$ cat src/rtl/mem_arbiter_ctrl_if.sv
// Bundle of the requester-side ports and the single-beat AXI4 master ports.
// The master modport is the arbiter's view. The slave modport is the environment's view (requesters and AXI slave).
interface mem_arbiter_ctrl_if #(
  parameter int NCH        = 4,
  parameter int ADDR_WIDTH = 32,
  parameter int DATA_WIDTH = 32
);
  logic [NCH-1:0]            RECEIVE_ADDR_VALID;
  logic [NCH*ADDR_WIDTH-1:0] RECEIVE_ADDR;
  logic [NCH-1:0]            RECEIVE_DATA_VALID;
  logic [NCH*DATA_WIDTH-1:0] RECEIVE_DATA;
  logic [NCH-1:0]            RECEIVE_READY;
  logic [NCH-1:0]            SEND_VALID;
  logic [DATA_WIDTH-1:0]     SEND_DATA;
  logic                      SEND_ERR;
  logic [NCH-1:0]            SEND_READY;

  logic [ADDR_WIDTH-1:0]     ARADDR;
  logic                      ARVALID;
  logic                      ARREADY;
  logic [DATA_WIDTH-1:0]     RDATA;
  logic [1:0]                RRESP;
  logic                      RVALID;
  logic                      RREADY;
  logic [ADDR_WIDTH-1:0]     AWADDR;
  logic                      AWVALID;
  logic                      AWREADY;
  logic [DATA_WIDTH-1:0]     WDATA;
  logic                      WVALID;
  logic                      WLAST;
  logic                      WREADY;
  logic [1:0]                BRESP;
  logic                      BVALID;
  logic                      BREADY;

  modport master (
    input  RECEIVE_ADDR_VALID, RECEIVE_ADDR, RECEIVE_DATA_VALID, RECEIVE_DATA, SEND_READY,
           ARREADY, RDATA, RRESP, RVALID, AWREADY, WREADY, BRESP, BVALID,
    output RECEIVE_READY, SEND_VALID, SEND_DATA, SEND_ERR,
           ARADDR, ARVALID, RREADY, AWADDR, AWVALID, WDATA, WVALID, WLAST, BREADY
  );

  modport slave (
    output RECEIVE_ADDR_VALID, RECEIVE_ADDR, RECEIVE_DATA_VALID, RECEIVE_DATA, SEND_READY,
           ARREADY, RDATA, RRESP, RVALID, AWREADY, WREADY, BRESP, BVALID,
    input  RECEIVE_READY, SEND_VALID, SEND_DATA, SEND_ERR,
           ARADDR, ARVALID, RREADY, AWADDR, AWVALID, WDATA, WVALID, WLAST, BREADY
  );
endinterface

$ cat src/rtl/mem_arbiter_ctrl.sv
// Round-robin arbiter that lets NCH request/response channels share one single-beat AXI4 master.
// Only one transaction is in flight at a time. A write completes only after its B response.
module mem_arbiter_ctrl #(
  parameter int NCH        = 4,
  parameter int ADDR_WIDTH = 32,
  parameter int DATA_WIDTH = 32
) (
  input  logic               ACLK,
  input  logic               ARESETN,
  mem_arbiter_ctrl_if.master bus
);
  localparam int PTR_W = (NCH > 1) ? $clog2(NCH) : 1;

  localparam logic [2:0] ST_IDLE    = 3'd0;
  localparam logic [2:0] ST_RD_ADDR = 3'd1;
  localparam logic [2:0] ST_RD_DATA = 3'd2;
  localparam logic [2:0] ST_WR      = 3'd3;
  localparam logic [2:0] ST_WR_RESP = 3'd4;
  localparam logic [2:0] ST_RESP    = 3'd5;

  logic [2:0]            r_state;
  logic [PTR_W-1:0]      r_ptr;
  logic [PTR_W-1:0]      r_owner;
  logic [ADDR_WIDTH-1:0] r_addr;
  logic [DATA_WIDTH-1:0] r_wdata;
  logic [DATA_WIDTH-1:0] r_send_data;
  logic                  r_err;
  logic                  r_aw_pend;
  logic                  r_w_pend;

  logic [PTR_W-1:0]      w_grant;
  logic                  w_grant_any;
  logic [NCH-1:0]        w_grant_oh;
  logic [NCH-1:0]        w_owner_oh;
  logic [PTR_W-1:0]      w_next_ptr;
  logic                  w_aw_done;
  logic                  w_w_done;
  logic                  w_send_ack;
  logic                  w_unused_ok;

  // NOTE: a combinational block assigns every output before any branch, so no latch is inferred.
  always_comb begin
    logic [PTR_W:0] v_idx;
    v_idx       = '0;
    w_grant     = '0;
    w_grant_any = 1'b0;
    for (int k = 0; k < NCH; k++) begin
      v_idx = {1'b0, r_ptr} + (PTR_W+1)'(k);
      if (v_idx >= (PTR_W+1)'(NCH)) v_idx = v_idx - (PTR_W+1)'(NCH);
      if (!w_grant_any && bus.RECEIVE_ADDR_VALID[v_idx[PTR_W-1:0]]) begin
        w_grant     = v_idx[PTR_W-1:0];
        w_grant_any = 1'b1;
      end
    end
  end

  always_comb begin
    w_grant_oh = '0;
    w_owner_oh = '0;
    for (int i = 0; i < NCH; i++) begin
      w_grant_oh[i] = w_grant_any && (w_grant == PTR_W'(i));
      w_owner_oh[i] = (r_owner == PTR_W'(i));
    end
  end

  assign w_next_ptr  = (w_grant == PTR_W'(NCH-1)) ? '0 : w_grant + 1'b1;
  assign w_aw_done   = !r_aw_pend || bus.AWREADY;
  assign w_w_done    = !r_w_pend  || bus.WREADY;
  assign w_send_ack  = |(bus.SEND_READY & w_owner_oh);
  assign w_unused_ok = ^{bus.RRESP[0], bus.BRESP[0]};

  assign bus.RECEIVE_READY = (r_state == ST_IDLE) ? w_grant_oh : '0;
  assign bus.SEND_VALID    = (r_state == ST_RESP) ? w_owner_oh : '0;
  assign bus.SEND_DATA     = r_send_data;
  assign bus.SEND_ERR      = r_err;
  assign bus.ARADDR        = r_addr;
  assign bus.ARVALID       = (r_state == ST_RD_ADDR);
  assign bus.RREADY        = (r_state == ST_RD_DATA);
  assign bus.AWADDR        = r_addr;
  assign bus.AWVALID       = r_aw_pend;
  assign bus.WDATA         = r_wdata;
  assign bus.WVALID        = r_w_pend;
  assign bus.WLAST         = r_w_pend;
  assign bus.BREADY        = (r_state == ST_WR_RESP);

  // NOTE: sequential state uses non-blocking assignments, so every register samples pre-edge values.
  always_ff @(posedge ACLK or negedge ARESETN) begin
    if (!ARESETN) begin
      r_state     <= ST_IDLE;
      r_ptr       <= '0;
      r_owner     <= '0;
      r_addr      <= '0;
      r_wdata     <= '0;
      r_send_data <= '0;
      r_err       <= 1'b0;
      r_aw_pend   <= 1'b0;
      r_w_pend    <= 1'b0;
    end else begin
      case (r_state)
        ST_IDLE: begin
          if (w_grant_any) begin
            r_owner <= w_grant;
            r_ptr   <= w_next_ptr;
            r_addr  <= bus.RECEIVE_ADDR[int'(w_grant)*ADDR_WIDTH +: ADDR_WIDTH];
            r_wdata <= bus.RECEIVE_DATA[int'(w_grant)*DATA_WIDTH +: DATA_WIDTH];
            if (bus.RECEIVE_DATA_VALID[w_grant]) begin
              r_state   <= ST_WR;
              r_aw_pend <= 1'b1;
              r_w_pend  <= 1'b1;
            end else begin
              r_state <= ST_RD_ADDR;
            end
          end
        end
        ST_RD_ADDR: if (bus.ARREADY) r_state <= ST_RD_DATA;
        ST_RD_DATA: begin
          if (bus.RVALID) begin
            r_send_data <= bus.RDATA;
            r_err       <= bus.RRESP[1];
            r_state     <= ST_RESP;
          end
        end
        ST_WR: begin
          // AW and W retire independently; leave only once both have handshaken.
          if (bus.AWREADY) r_aw_pend <= 1'b0;
          if (bus.WREADY)  r_w_pend  <= 1'b0;
          if (w_aw_done && w_w_done) r_state <= ST_WR_RESP;
        end
        ST_WR_RESP: begin
          if (bus.BVALID) begin
            r_send_data <= r_wdata;
            r_err       <= bus.BRESP[1];
            r_state     <= ST_RESP;
          end
        end
        ST_RESP: if (w_send_ack) r_state <= ST_IDLE;
        default: r_state <= ST_IDLE;
      endcase
    end
  end
endmodule

$ cat src/flat_wrapper.sv
// flat-port wrapper written by rule: the top's interface ports become plain ports
module mem_arbiter_ctrl_flat 
#(
  parameter int NCH        = 4,
  parameter int ADDR_WIDTH = 32,
  parameter int DATA_WIDTH = 32
)
  (ACLK, ARESETN, bus_RECEIVE_ADDR_VALID, bus_RECEIVE_ADDR, bus_RECEIVE_DATA_VALID, bus_RECEIVE_DATA, bus_SEND_READY, bus_ARREADY, bus_RDATA, bus_RRESP, bus_RVALID, bus_AWREADY, bus_WREADY, bus_BRESP, bus_BVALID, bus_RECEIVE_READY, bus_SEND_VALID, bus_SEND_DATA, bus_SEND_ERR, bus_ARADDR, bus_ARVALID, bus_RREADY, bus_AWADDR, bus_AWVALID, bus_WDATA, bus_WVALID, bus_WLAST, bus_BREADY);
  mem_arbiter_ctrl_if #(.NCH(NCH), .ADDR_WIDTH(ADDR_WIDTH), .DATA_WIDTH(DATA_WIDTH)) bus_i ();
  input  logic ACLK;
  input  logic ARESETN;
  input wire logic [$bits(bus_i.RECEIVE_ADDR_VALID)-1:0] bus_RECEIVE_ADDR_VALID;
  input wire logic [$bits(bus_i.RECEIVE_ADDR)-1:0] bus_RECEIVE_ADDR;
  input wire logic [$bits(bus_i.RECEIVE_DATA_VALID)-1:0] bus_RECEIVE_DATA_VALID;
  input wire logic [$bits(bus_i.RECEIVE_DATA)-1:0] bus_RECEIVE_DATA;
  input wire logic [$bits(bus_i.SEND_READY)-1:0] bus_SEND_READY;
  input wire logic [$bits(bus_i.ARREADY)-1:0] bus_ARREADY;
  input wire logic [$bits(bus_i.RDATA)-1:0] bus_RDATA;
  input wire logic [$bits(bus_i.RRESP)-1:0] bus_RRESP;
  input wire logic [$bits(bus_i.RVALID)-1:0] bus_RVALID;
  input wire logic [$bits(bus_i.AWREADY)-1:0] bus_AWREADY;
  input wire logic [$bits(bus_i.WREADY)-1:0] bus_WREADY;
  input wire logic [$bits(bus_i.BRESP)-1:0] bus_BRESP;
  input wire logic [$bits(bus_i.BVALID)-1:0] bus_BVALID;
  output wire logic [$bits(bus_i.RECEIVE_READY)-1:0] bus_RECEIVE_READY;
  output wire logic [$bits(bus_i.SEND_VALID)-1:0] bus_SEND_VALID;
  output wire logic [$bits(bus_i.SEND_DATA)-1:0] bus_SEND_DATA;
  output wire logic [$bits(bus_i.SEND_ERR)-1:0] bus_SEND_ERR;
  output wire logic [$bits(bus_i.ARADDR)-1:0] bus_ARADDR;
  output wire logic [$bits(bus_i.ARVALID)-1:0] bus_ARVALID;
  output wire logic [$bits(bus_i.RREADY)-1:0] bus_RREADY;
  output wire logic [$bits(bus_i.AWADDR)-1:0] bus_AWADDR;
  output wire logic [$bits(bus_i.AWVALID)-1:0] bus_AWVALID;
  output wire logic [$bits(bus_i.WDATA)-1:0] bus_WDATA;
  output wire logic [$bits(bus_i.WVALID)-1:0] bus_WVALID;
  output wire logic [$bits(bus_i.WLAST)-1:0] bus_WLAST;
  output wire logic [$bits(bus_i.BREADY)-1:0] bus_BREADY;
  assign bus_i.RECEIVE_ADDR_VALID = bus_RECEIVE_ADDR_VALID;
  assign bus_i.RECEIVE_ADDR = bus_RECEIVE_ADDR;
  assign bus_i.RECEIVE_DATA_VALID = bus_RECEIVE_DATA_VALID;
  assign bus_i.RECEIVE_DATA = bus_RECEIVE_DATA;
  assign bus_i.SEND_READY = bus_SEND_READY;
  assign bus_i.ARREADY = bus_ARREADY;
  assign bus_i.RDATA = bus_RDATA;
  assign bus_i.RRESP = bus_RRESP;
  assign bus_i.RVALID = bus_RVALID;
  assign bus_i.AWREADY = bus_AWREADY;
  assign bus_i.WREADY = bus_WREADY;
  assign bus_i.BRESP = bus_BRESP;
  assign bus_i.BVALID = bus_BVALID;
  assign bus_RECEIVE_READY = bus_i.RECEIVE_READY;
  assign bus_SEND_VALID = bus_i.SEND_VALID;
  assign bus_SEND_DATA = bus_i.SEND_DATA;
  assign bus_SEND_ERR = bus_i.SEND_ERR;
  assign bus_ARADDR = bus_i.ARADDR;
  assign bus_ARVALID = bus_i.ARVALID;
  assign bus_RREADY = bus_i.RREADY;
  assign bus_AWADDR = bus_i.AWADDR;
  assign bus_AWVALID = bus_i.AWVALID;
  assign bus_WDATA = bus_i.WDATA;
  assign bus_WVALID = bus_i.WVALID;
  assign bus_WLAST = bus_i.WLAST;
  assign bus_BREADY = bus_i.BREADY;
  mem_arbiter_ctrl #(.NCH(NCH), .ADDR_WIDTH(ADDR_WIDTH), .DATA_WIDTH(DATA_WIDTH)) u_core (.ACLK(ACLK), .ARESETN(ARESETN), .bus(bus_i));
endmodule
$ cat config.mk
export PLATFORM = sky130hd
export DESIGN_NAME = mem_arbiter_ctrl_flat
export DESIGN_NICKNAME = d
export VERILOG_FILES = /design/src/rtl/mem_arbiter_ctrl_if.sv /design/src/rtl/mem_arbiter_ctrl.sv /design/src/flat_wrapper.sv
export SDC_FILE = /design/constraint.sdc
export NUM_CORES = 1
export LEC_CHECK = 0
export CAP_MARGIN = 0
export CORE_AREA = 2 2 178 180
export DETAILED_ROUTE_END_ITERATION = 10
export DIE_AREA = 0 0 180 182
export PLACE_DENSITY = 0.6
export SLEW_MARGIN = 20
export SYNTH_ARGS = -nofsm -noshare
export SYNTH_HDL_FRONTEND = slang
export SYNTH_SLANG_ARGS = --single-unit
$ cat constraint.sdc
create_clock -name ACLK -period 3.3 [get_ports ACLK]
set_clock_uncertainty 0.1 [all_clocks]
set_input_delay 0.99 -clock ACLK [delete_from_list [all_inputs] [get_ports ACLK]]
set_output_delay 0.99 -clock ACLK [all_outputs]
set_load 0.005 [all_outputs]
==> key figures, run 1 <==
Outcome
  – Status: finished clean

Global route
  – Largest net degree at the start of global routing: 107
  – Vias in the first global route: 7724
  – GRT Total Usage: 0.180
  – First-pass GRT wire length: 46200 µm
  – Grt ovf: 0
  – Initial antenna violation count: 0

Cells and area
  – Fin util: 0.390
  – Fillcell total: 3124
  – Nets: 1499
  – # diodes: 0
  – Register area: 2650 µm²
  – Area Overhead vs Synth: 77.7%
  – Multi-input gate area: 3610 µm²
  – Layout cells sized above 1: 0.0824

Synth
  – Post-synth top flop: dfrtp_1
  – Post-synthesis cell count: 781
  – Post-synth top area share: 0.390
  – Synthesis Warnings: 0
  – Number of flops mapped to enable cells by yosys: 0
  – Synth async-reset ratio: 1.00
  – Synth cell types: 37
  – Sequential fraction of the synthesis area: 0.390
  – Synth area leaders: dfrtp_1 39%, a311oi_1 8.2%, nand2_1 7.7%
  – Cell taking the most area after synthesis: dfrtp_1
  – Post-Syn Area: 6800 µm²
  – #FFs+latches synth: 106
  – Mean Syn Cell Area: 8.71 µm²
  – Syn_nets: 1096

Routing
  – Pre-Repair DR Iteration Count: 5
  – Detail Route met2 WL: 15200 µm
  – Top sig layer: met4
  – Post-DRT Antenna Nets: 0
  – Detailed-route wire length per cell: 19.1 µm
  – Drt drc: 0
  – Wire length on met3: 1430 µm
  – DRT met1 WL: 13100 µm
  – Via count: 7613
  – Final wirelength: 30500 µm
  – 1st-iter DRT viols: 359
  – DR vias/cell: 4.79

Die
  – Ports: 454
  – Initial core utilization: 0.220
  – Die area: 32800 µm²
  – Horiz. Die Dim: 180 µm
  – Num rows: 65
  – Die Y: 182 µm
  – CORE AREA: 31000 µm²

Clock network
  – Hold buffer count at CTS: 0
  – Worst-Skew Late Latency: 0.36 ns
  – # H-tree levels: 3
  – CTS Sinks: 106
  – Clock Path Buffers: 2
  – CTS Buf Count: 9
  – Clock Root Buffer: clkbuf_16
  – Clock slew at reported path FFs: 0.08 ns
  – CTS tree: built

Critical path
  – Worst EP arrival: 2.18 ns
  – CP Max Fanout: 3
  – CP Data Required Time: 2.21 ns
  – Worst Setup Path Type: input port to output pin
  – Crit path launch type: input port
  – Crit end category: output pin
  – R2R depth: 9

Power
  – Leakage power: 5.13 nW
  – Cell Pwr Density: 785 nW/µm²
  – Overall Power: 0.00949 W
  – Peak supply drop: 0.396 mV

STA
  – Slew Limit Fails: 0
  – Tmin final: 3.27 ns
  – Final period util: 0.989
  – Hold violation count in the final report: 0
  – Max frequency: 0.306 GHz
  – Setup violators final: 0
  – Setup TNS: 0 ns
  – Worst Tran Pin Value: 0.931 ns
  – RSZ-0062 raised after global routing: false
  – Worst slew margin relative to its limit: 0.379

Placed design
  – DP Wirelength: 22500 µm
  – Port-buffer cells: 451
  – Final GP Congestion: 0.838

Worst hold path
  – Hold depth: 1
  – Worst hold path type: flop to flop

Flow run
  – Max cap viols: 0
## kinds of logic (layout without fill, tap and decap cells)
| group | Yosys count | in the layout | synth area share |
|---|---|---|---|
| buffers and inverters | 118 | 526 | 0.0938 |
| adder cells (fa/ha/maj) | 4 | 4 | 0.00736 |
| multiplexers | 35 | 35 | 0.0533 |
| flip-flops | 106 | 106 | 0.390 |
| AND/OR/NAND/NOR | 266 | 266 | 0.180 |
| AO/OA/AOI/OAI | 252 | 252 | 0.275 |
## synth_stat cells (2+ instances only)
| library cell | instances |
|---|---|
| a311oi_1 | 64 |
| buf_1 | 3 |
| nand2b_1 | 5 |
| clkbuf_1 | 40 |
| buf_2 | 28 |
| and2_1 | 6 |
| nor3b_1 | 3 |
| ha_1 | 4 |
| o22ai_1 | 2 |
| buf_4 | 40 |
| a21oi_1 | 38 |
| o2bb2ai_1 | 2 |
| mux2i_1 | 34 |
| dfrtp_1 | 106 |
| nand2_1 | 139 |
| inv_1 | 5 |
| a21o_1 | 66 |
| o21ai_0 | 7 |
| a211oi_1 | 66 |
| nor2b_1 | 4 |
| and3_1 | 65 |
| nor2_1 | 38 |
| nor4_1 | 2 |
## layer usage
metal	global-route usage	vias to the layer above
li1	-	3630
met1	0.228	3660
met2	0.316	287
met3	0.0257	36
met4	0.0572	0
met5	0	-
## metrics by stage
| stage | std cells | hold slack (ns) | worst slack (ns) | area (µm²) |
|---|---|---|---|---|
| final | 1591 | 0.404 | 0.0349 | 12100 |
| after global routing | 1591 | 0.437 | 0.00332 | 12100 |
| after CTS | 1591 | 0.409 | 0.00601 | 12000 |
| after detailed placement | 1566 | 0.390 | -0.790 | 11700 |
| after global placement | 1566 | 0.386 | -0.735 | 11700 |
| after floorplan | 781 | 0.396 | 0.00921 | 6810 |
## cells in the final DEF (no fill, tap or decap), types with 2 or more instances in the layout
cell               n
clkdlybuf4s50_1  442
nand2_1          139
dfrtp_1          106
a211oi_1          66
and3_1            65
a21o_1            65
a311oi_1          64
buf_4             43
nor2_1            37
a21oi_1           37
mux2i_1           34
clkbuf_16          9
buf_6              9
o21ai_0            7
buf_12             7
nor2b_1            4
and2_4             3
and2_1             3
nand2b_1           3
inv_2              2
inv_4              2
nand2b_4           2
inv_1              2
nor3b_1            2
o22ai_1            2
ha_1               2
inv_8              2
inv_6              2
clkinv_4           2
buf_2              2
## sequential cells by signal, indices dropped and copies added, names as in the netlist
name	cells
u_core.r_owner	2
u_core.bus.WDATA	32
u_core.r_ptr	2
u_core.bus.SEND_DATA	32
u_core.bus.AWVALID	1
u_core.bus.SEND_ERR	1
u_core.bus.WLAST	1
u_core.r_state	3
u_core.bus.ARADDR	32
## timing repair
| item | CTS | global route |
|---|---|---|
| resized for setup | 44 | 17 |
| pin swaps | 4 | 3 |
| setup endpoints to repair | 19 | 3 |
| setup buffers | 9 | 2 |
## layout make-up
type                       instances  area share
clock inverter                     6     0.00476
timing repair buffer             504       0.414
multi-input combinational        557       0.299
sequential                       106       0.219
clock buffer                      10      0.0189
tap                              402      0.0416
inverter                           6     0.00228
## path summary, 6_finish.rpt
path	start	slack [ns]	end
worst max-delay path	bus_RECEIVE_ADDR_VALID[2]	0.03	bus_RECEIVE_READY[0]
worst min-delay path	u_core.bus.WDATA[2]$_DFFE_PN0P_	0.40	u_core.bus.WDATA[2]$_DFFE_PN0P_
worst max register to register	u_core.r_ptr[0]$_DFFE_PN0P_	0.53	u_core.bus.WDATA[15]$_DFFE_PN0P_
worst min register to register	u_core.bus.WDATA[2]$_DFFE_PN0P_	0.40	u_core.bus.WDATA[2]$_DFFE_PN0P_
min in group asynchronous	ARESETN	0.61	u_core.bus.WDATA[27]$_DFFE_PN0P_
max in group asynchronous	ARESETN	2.05	u_core.bus.SEND_DATA[2]$_DFFE_PN0P_
## where the power goes
group | switching [W] | internal (W) | total, W
sequential | 0.000580 | 0.00196 | 0.00254
combinational | 0.00262 | 0.00321 | 0.00583
clock | 0.000578 | 0.000534 | 0.00111
total | 0.00377 | 0.00571 | 0.00949
## critical path, stage by stage
cell       delay (ns)
buf_4            0.14
inv_4            0.07
o2bb2ai_4        0.08
a211oi_4         0.28
inv_2            0.07
buf_6            0.12
ha_2             0.16
and2_1           0.14
buf_2            0.12
Power figures use the tool's default switching activity.
==> run 2, diff against run 1 <==
- TNS_END_PERCENT: not set -> 100
==> results of run 2 <==
No change in the layout: final DEF, timing and power equal those of run 1.
==> run 3, diff against run 2 <==
- CORE_AREA: 2 2 178 180 -> 2 2 175 177
- DIE_AREA: 0 0 180 182 -> 0 0 177 179
- PLACE_DENSITY: 0.6 -> 0.62
==> run 3 against run 2 <==
The flow now finishes with violations (setup timing). Fmax is 1.9% lower. Sequential share of layout area is 0.16 points lower. Die area is 3.3% lower. Critical endpoint is now bus_RECEIVE_READY[1]. Largest cell class unchanged.
==> key figures, run 3 (synthesis gave the netlist of run 1 again) <==
Cells and area
  – Layout cells sized above 1: 0.0964 (+0.0140)
  – Post-Layout Cell Count: 1602 (+0.69%)
  – Nets: 1513 (+0.93%)
  – Area Overhead vs Synth: 79.0%
  – Most common cell after layout, fill and taps aside: clkdlybuf4s50_1
  – Commonest non-fill, non-tap cells in the layout: 442 x clkdlybuf4s50_1, 139 x nand2_1, 106 x dfrtp_1

STA
  – Tmin final: 3.33 ns (+0.0621 ns)
  – Worst Tran Pin Value: 0.809 ns (-0.122 ns)
  – RSZ-0062 raised after global routing: true
  – Final period util: 1.01 (+0.0188)
  – Min setup slack post-route: -0.0272 ns (-0.0621 ns)
  – Setup violators final: 2 (+2)
  – Worst slew margin relative to its limit: 0.461 (+0.0813)
  – Max frequency: 0.301 GHz (-1.9%)
  – Hold violation count in the final report: 0 (unchanged)
  – Slew Limit Fails: 0 (unchanged)

Placed design
  – DP Wirelength: 22500 µm (-0.10%)
  – Port-buffer cells: 451 (unchanged)
  – Final GP Congestion: 0.846 (+0.91%)
  – DP Worst Slack: -0.774 ns (+0.0160 ns)
  – Placed insts: 1571 (+0.32%)

Power
  – Peak supply drop: 0.358 mV (-9.7%)
  – Cell Pwr Density: 780 nW/µm² (-0.62%)
  – Switching share of power: 0.394 (-0.00396)
  – Internal: 0.00575 W (+0.75%)
  – Combinational share of power: 0.619 (+0.005)
  – Share of power burned in registers: 0.267 (about the same)
  – Clock power share: 0.114 (-0.003)
  – Psw: 0.00374 W (-0.90%)
  – Leakage power: 5.19 nW (+1.1%)

Routing
  – Drt drc: 0 (unchanged)
  – Pre-Repair DR Iteration Count: 4 (-1)
  – Detailed-route wire length per cell: 18.7 µm (-2.5%)
  – DR vias/cell: 4.78 (-0.19%)
  – Post-DRT Antenna Nets: 0 (unchanged)
  – Final wirelength: 29900 µm (-1.8%)
  – 1st-iter DRT viols: 302 (-16%)
  – Via count: 7651 (+0.50%)

Die
  – Die area: 31700 µm² (-3.3%)
  – Initial core utilization: 0.226 (+0.00700)
  – Die Y: 179 µm (-1.6%)
  – Horiz. Die Dim: 177 µm (-1.7%)
  – Num rows: 64 (-1.5%)
  – CORE AREA: 30000 µm² (-3.1%)
  – Ports: 454 (unchanged)

Worst hold path
  – WHS Endpoint: u_core.bus.WDATA[29]$_DFFE_PN0P_
  – Hold Startpoint: u_core.bus.WDATA[29]$_DFFE_PN0P_
  – Hold depth: 1 (unchanged)
  – Worst hold path type: flop to flop

Critical path
  – Crit path launch type: input port
  – Worst Setup Path Type: input port to output pin
  – Crit end category: output pin
  – R2R depth: 11 (+2)
  – Max stage delay cell, worst path: a211oi_4
  – R2R Path Start: u_core.r_ptr[0]$_DFFE_PN0P_
  – Worst EP arrival: 2.24 ns (+0.06 ns)
  – Cells along the critical path: buf_4, nand2b_4, a21oi_4, a211oi_4, buf_4, buf_4, ha_2, and2_1, buf_2
  – CP Max Fanout: 4 (+1)
  – Family with the most delay on the worst path: buffers and inverters
  – Crit-path most repeated cell: buf_4
  – Buf+Inv Stages, Crit Path: 4 (-1)
  – Reg2reg end: u_core.bus.AWVALID$_DFFE_PN0P_
  – CP Data Required Time: 2.21 ns (about the same)
  – Crit path from: bus_RECEIVE_ADDR_VALID[2]
  – Crit-path max cell delay: 0.30 ns (+0.02 ns)
  – FF-to-FF setup slack: 0.50 ns (-0.03 ns)

Clock network
  – Worst-Skew Late Latency: 0.36 ns (about the same)
  – Hold buffer count at CTS: 0 (unchanged)
  – Clock slew at reported path FFs: 0.07 ns (about the same)
  – # H-tree levels: 3 (unchanged)
  – Clock Path Buffers: 2 (unchanged)
  – CTS Sinks: 106 (unchanged)
  – CTS Buf Count: 9 (unchanged)
  – CTS tree: built
  – Clock Root Buffer: clkbuf_16

Flow run
  – Max cap viols: 0 (unchanged)

Global route
  – Vias in the first global route: 7715 (-0.12%)
  – GRT Total Usage: 0.181 (+0.000307)
  – First-pass GRT wire length: 44100 µm (-4.6%)
  – Grt ovf: 0 (unchanged)
  – Initial antenna violation count: 4 (+4)
  – Largest net degree at the start of global routing: 76 (-29%)

Outcome
  – Failing checks: setup timing
  – Status: finished, violations left
[run 3: metrics by stage]
step	total power (W)	area, µm²	hold slack, ns	util	setup TNS [ns]
final	0.00949	12200	0.410	0.405	-0.0435
after global routing	0.0102	12200	0.429	0.405	-0.147
after CTS	0.00957	12100	0.410	0.403	0
after detailed placement	0.00836	11700	0.393	0.391	-20.18
after global placement	0.00830	11700	0.388	0.391	-15.79
after floorplan	0.00535	6810	0.396	-	0
[run 3: area by class of cell]
class / count / area, µm²
Multi-Input combinational cell: 557 / 3630
Clock buffer: 9 / 225
Sequential cell: 106 / 2650
Timing Repair Buffer: 518 / 5070
Clock inverter: 7 / 61.3
Inverter: 6 / 25.0
Fill cell: 3016 / 17900
Antenna cell: 3 / 7.51
Tap cell: 396 / 495
[run 3: metal layers]
layer,up-vias,routed length (µm),global-route usage
li1,3668,-,-
met1,3640,11900,0.216
met2,310,15100,0.322
met3,33,2230,0.0413
met4,0,598,0.0513
met5,-,0,0
[run 3: power by group through the flow]
| stage | clock (W) | sequential, W | combinational (W) |
|---|---|---|---|
| after global placement | 0 | 0.00254 | 0.00576 |
| after floorplan | 0 | 0.00246 | 0.00289 |
| after global routing | 0.00118 | 0.00263 | 0.00642 |
| final | 0.00108 | 0.00254 | 0.00588 |
| after CTS | 0.00113 | 0.00254 | 0.00589 |
| after detailed placement | 0 | 0.00255 | 0.00581 |
[run 3: what timing repair did]
item	4_1_cts	5_1_grt
endpoints found under the setup margin	7	5
pin swaps	4	2
resized for setup	44	11
buffers inserted	8	4
[run 3: worst register-to-register path, delay by kind of cell, from the launching register on]
kind / cells / cell delay [ns]
AOI/OAI and AO/OA: 4 / 0.93
buffers and inverters: 5 / 0.92
DFF: 1 / 0.47
and+or+nand+nor: 2 / 0.34
[run 3: worst max-delay path by stage]
stage,slack (ns),end,depth (start not counted)
2_1_floorplan,0.009,bus_RECEIVE_READY[0],8
3_3_place_gp,-0.72,bus_RECEIVE_READY[0],8
3_5_place_dp,-0.77,bus_RECEIVE_READY[0],8
4_1_cts,0.0002,bus_RECEIVE_READY[1],10
5_1_grt,-0.08,bus_RECEIVE_READY[1],9
6_report,-0.03,bus_RECEIVE_READY[1],9
